<file path="src/rtl/fetch_queue_pkg.sv">
// Shared constants and helpers for the fetch-to-decode instruction queue.
package fetch_queue_pkg;

  localparam int WORD_W           = 32;
  localparam int FQ_DEPTH_DEFAULT = 4;

  function automatic int fq_ptr_w(input int depth);
    return (depth > 1) ? $clog2(depth) : 1;
  endfunction

endpackage

</file>
<file path="src/rtl/fetch_queue_mem.sv">
// Entry storage for fetch_queue: registered write, combinational read.
module fetch_queue_mem
  import fetch_queue_pkg::*;
#(
  parameter int DEPTH = FQ_DEPTH_DEFAULT,
  parameter int PTR_W = fq_ptr_w(DEPTH),
  parameter int WIDTH = 2 * fetch_queue_pkg::WORD_W
) (
  input  logic             clock,
  input  logic             we,
  input  logic [PTR_W-1:0] waddr,
  input  logic [WIDTH-1:0] wdata,
  input  logic [PTR_W-1:0] raddr,
  output logic [WIDTH-1:0] rdata
);

  logic [WIDTH-1:0] mem [DEPTH];

  always_ff @(posedge clock) begin
    if (we) begin
      mem[waddr] <= wdata;
    end
  end

  assign rdata = mem[raddr];

endmodule

</file>
<file path="src/rtl/fetch_queue.sv">
// Instruction buffer between fetch and decode with stall and redirect flush.
module fetch_queue
  import fetch_queue_pkg::*;
#(
  parameter int DEPTH  = FQ_DEPTH_DEFAULT,
  parameter int PTR_W  = fq_ptr_w(DEPTH),
  parameter int WORD_W = fetch_queue_pkg::WORD_W
) (
  input  logic              clock,
  input  logic              reset,
  input  logic [WORD_W-1:0] f_instruction,
  input  logic [WORD_W-1:0] f_address,
  output logic              f_stall,
  output logic [WORD_W-1:0] f_jump_target,
  output logic              f_jump_flg,
  input  logic              d_jump_req,
  input  logic [WORD_W-1:0] d_jump_target,
  output logic              d_valid,
  output logic [WORD_W-1:0] d_instruction,
  output logic [WORD_W-1:0] d_address,
  input  logic              d_ready,
  output logic [PTR_W:0]    count
);

  localparam logic [PTR_W:0] FULL_CNT = (PTR_W+1)'(DEPTH);

  logic [PTR_W-1:0]    rd_ptr;
  logic [PTR_W-1:0]    wr_ptr;
  logic [PTR_W:0]      count_nxt;
  logic                full;
  logic                enq;
  logic                deq;
  logic [2*WORD_W-1:0] rd_data;

  assign f_jump_flg    = d_jump_req;
  assign f_jump_target = d_jump_target;

  // Stall comes only from registered occupancy, never from d_ready.
  assign full    = (count == FULL_CNT);
  assign f_stall = full && !d_jump_req;
  assign enq     = !full && !d_jump_req;
  assign d_valid = (count != '0);
  assign deq     = d_valid && d_ready;

  always_comb begin
    count_nxt = count;
    unique case ({enq, deq})
      2'b10:   count_nxt = count + 1'b1;
      2'b01:   count_nxt = count - 1'b1;
      default: count_nxt = count;
    endcase
  end

  always_ff @(posedge clock or posedge reset) begin
    if (reset) begin
      rd_ptr <= '0;
      wr_ptr <= '0;
      count  <= '0;
    end else if (d_jump_req) begin
      rd_ptr <= '0;
      wr_ptr <= '0;
      count  <= '0;
    end else begin
      if (enq) wr_ptr <= wr_ptr + 1'b1;
      if (deq) rd_ptr <= rd_ptr + 1'b1;
      count <= count_nxt;
    end
  end

  fetch_queue_mem #(
    .DEPTH (DEPTH),
    .PTR_W (PTR_W),
    .WIDTH (2 * WORD_W)
  ) u_mem (
    .clock (clock),
    .we    (enq),
    .waddr (wr_ptr),
    .wdata ({f_instruction, f_address}),
    .raddr (rd_ptr),
    .rdata (rd_data)
  );

  assign d_instruction = rd_data[2*WORD_W-1:WORD_W];
  assign d_address     = rd_data[WORD_W-1:0];

endmodule

</file>
<file path="config.mk">
export PLATFORM = sky130hd
export DESIGN_NAME = fetch_queue
export DESIGN_NICKNAME = d
export VERILOG_FILES = /design/src/rtl/fetch_queue_pkg.sv /design/src/rtl/fetch_queue_mem.sv /design/src/rtl/fetch_queue.sv
export SDC_FILE = /design/constraint.sdc
export NUM_CORES = 1
export LEC_CHECK = 0
export ABC_AREA = 0
export CORE_AREA = 10 10 194 196
export DETAILED_ROUTE_END_ITERATION = 12
export DIE_AREA = 0 0 204 206
export MAX_ROUTING_LAYER = met4
export PLACE_DENSITY = 0.56
export RECOVER_POWER = 50
export SETUP_SLACK_MARGIN = 0.02
export SYNTH_ARGS = -nofsm -noshare
export SYNTH_HDL_FRONTEND = slang
export SYNTH_SLANG_ARGS = --single-unit
</file>
<file path="constraint.sdc">
create_clock -name clock -period 3 [get_ports clock]
set_clock_uncertainty 0.05 [all_clocks]
set_input_delay 0.45 -clock clock [delete_from_list [all_inputs] [get_ports clock]]
set_output_delay 0.45 -clock clock [all_outputs]
set_load 0.02 [all_outputs]
</file>
==> impl_metrics.tcl <==
set metrics [dict create \
    critPathMaxFanout 17 \
    crit_type "reg -> out" \
    detail_route.wl_per_cell_um 20.8 \
    synthCells 421 \
    ys_seq_area_frac 0.789 \
    maxCapViolations 0 \
    clkTransAtPathRegs_ns 0.06 \
    rsz0062_at_grt "no" \
    yosys.area_share.simple 0.0102 \
    dpl.hpwl_um 13600 \
    drc_errors 0 \
    cpMaxStageDelayCell "clkdlybuf4s50_1" \
    place_ws_ns 0.389 \
    synth_top_family_by_area "multiplexers" \
    yosys_warnings 0 \
    clkSinkCount 263 \
    clock-root-buffer "clkbuf_16" \
    die_w_um 204 \
    worstPathCellList "buf_16 -> mux4_2 -> clkdlybuf4s50_1" \
    finalSetupTns_ns 0 \
    synth_edf_count 256 \
    ir_drop_uv 382 \
    initial_utilization 0.294 \
    end_kind "output port" \
    globalplace.congestion 0.685 \
    reg2reg_from "count[1]" \
    htree_num_levels 1 \
    synth-xor-area-share 0.00264 \
    ant_nets 0 \
    vias 4585 \
    drt_first_pass_iters 4 \
    ys_ff_latch 263 \
    syn-cell-area_um2 9970 \
    rows 68 \
    max_stage_delay_ns 0.56 \
    drtIter0Drc 195 \
    place_inst 980 \
    wl_um 21600 \
    clockBufferDepth 3 \
    grt_pass1_wl_um 31700 \
    hold_ws_ns 0.252 \
    synth_fp_nets 526 \
    io_buffers 137 \
    ios 202 \
    cts_tree "done" \
    cts-buffers-inserted 27 \
    drive_gt1_frac 0.228 \
    critPathTopFamily "buffers and inverters" \
    yosysTopAreaCellShare 0.771 \
    design.final.nets 664 \
    r2r_setup_slack_ns 0.27 \
    synthMuxAreaShare 0.146 \
    avgSynthCellArea_um2 23.7 \
    setup_slack_ns 0.121 \
    avgViaCountPerCell 4.43 \
    grt_max_degree 27 \
    synth_area_leader_cell "edfxtp_1" \
    antenna_found_initial 3 \
    start_kind "register" \
    cp-startpoint "rd_ptr[0]" \
    die_area_um2 42000 \
    final-max-slew-violation-count 0 \
    path_buf_inv 2 \
    tightest_slew_ns 1.29 \
    p_leak_nw 4.11 \
    outcome "complete, no violations" \
    ys_types 28 \
    fin_crit_sh 0.960 \
    slew_headroom 0.143 \
    crit_required_ns 2.50 \
    ys_async_sr_fraction 0.0266 \
    fin_cells 1035 \
    synth_flop_cell "edfxtp_1" \
    fmax_mhz 347 \
    hold_viol 0 \
    synthAdderAreaFrac 0.00703 \
    synth_compound_area_frac 0.00715 \
    die_y_um 206 \
    yosys-top-cells-area "edfxtp_1 77%, mux4_2 14%, buf_4 2.6%" \
    track_usage 0.101 \
    design.core.area_um2 33900 \
    setup_violations 0 \
    cp.arrival_ns 2.38 \
    power_density_nw_per_um2 815 \
    grt_overflow 0 \
    grt_pass1_vias 5114 \
    hold_path.class "in -> async" \
    fin_crit_ns 2.88 \
    clock_latency_ns 0.53 \
    area_growth_pct 27.5 \
]
## final cells by class
| cell class | instances | area [um2] |
|---|---|---|
| Tap cell | 455 | 569 |
| Sequential cell | 263 | 7870 |
| Clock inverter | 19 | 144 |
| Fill cell | 3075 | 21200 |
| Antenna cell | 1 | 2.50 |
| Multi-Input combinational cell | 102 | 1730 |
| Clock buffer | 30 | 687 |
| Inverter | 5 | 18.8 |
| Timing Repair Buffer | 160 | 1690 |
## cell families after synthesis
kind of cell,after synthesis
DFF,263
xor gates and xnor gates,3
AOI/OAI and AO/OA,11
and+or+nand+nor,18
buffers and inverters,56
adders and majority gates,5
muxes,65
## report_power, final
group / total [mW] / internal, mW / switching [mW] / leakage, nW
logic: 2.54 / 1.22 / 1.32 / 1.26
clock network: 3.15 / 1.81 / 1.34 / 0.413
registers: 4.67 / 4.52 / 0.154 / 2.44
## registers in the layout, indices dropped and copies added, names as in the netlist
name and flops:
rd_ptr 2, wr_ptr 2, count 3, u_mem.mem 256
## layout by cell type, fill, tap and decap left out, types with 3 or more instances in the layout
cell type / netlist / layout
dlygate4sd2_1: 0 / 36
buf_4: 35 / 10
nor2_1: 7 / 7
clkbuf_1: 5 / 3
clkbuf_16: 0 / 28
clkinv_1: 0 / 6
clkdlybuf4s50_1: 0 / 36
dfrtp_1: 7 / 5
ha_1: 4 / 4
clkinv_2: 0 / 9
buf_12: 0 / 9
dlygate4sd3_1: 0 / 65
a21oi_1: 5 / 5
inv_1: 5 / 5
edfxtp_1: 256 / 256
mux4_2: 64 / 64
## worst register-to-register path, delay by kind of cell (launching register included)
family	cells	cell delay, ns
buffers and inverters	1	0.36
DFF	1	0.56
and+or+nand+nor	3	1.45
## per-layer routing
metal  part of all wire  global-route usage  vias up
met3              0.062              0.0270       32
li1                   -                   -     1999
met5                  0                   -        -
met4              0.017              0.0246        0
met1               0.42               0.123     2411
met2               0.50               0.166      143
## final timing paths
kind	end	depth (start not counted)
max	d_address[25]	3
min	count[0]	2
max reg2reg	u_mem.mem[1][30]	4
min reg2reg	wr_ptr[1]	2
max in group asynchronous	rd_ptr[0]	2
min in group clock	wr_ptr[1]	2
## through the flow
step / util / power (mW) / area [um2]
final: 0.374 / 10.4 / 12700
after global routing: 0.374 / 10.8 / 12700
after CTS: 0.373 / 10.5 / 12700
after detailed placement: 0.348 / 7.40 / 11800
after global placement: 0.348 / 7.34 / 11800
after floorplan: - / 6.23 / 9970
## timing repair
| action | 4_1_cts | 5_1_grt |
|---|---|---|
| resized for setup | 38 | 0 |
| buffers inserted | 1 | 2 |
| endpoints found under the setup margin | 57 | 5 |
| endpoints found under the hold margin | 0 | 0 |
| hold buffers | 0 | 0 |
| cloned | 1 | 1 |
## cell usage after synthesis, drive strengths merged, types with 2 or more instances
cell type and count:
edfxtp 256, mux4 64, buf 46, dfrtp 7
nor2 7, a21oi 5, clkbuf 5, inv 5
and2 4, ha 4, a31oi 2, nor3b 2
xor2 2
(Power assumes the default switching activity.)
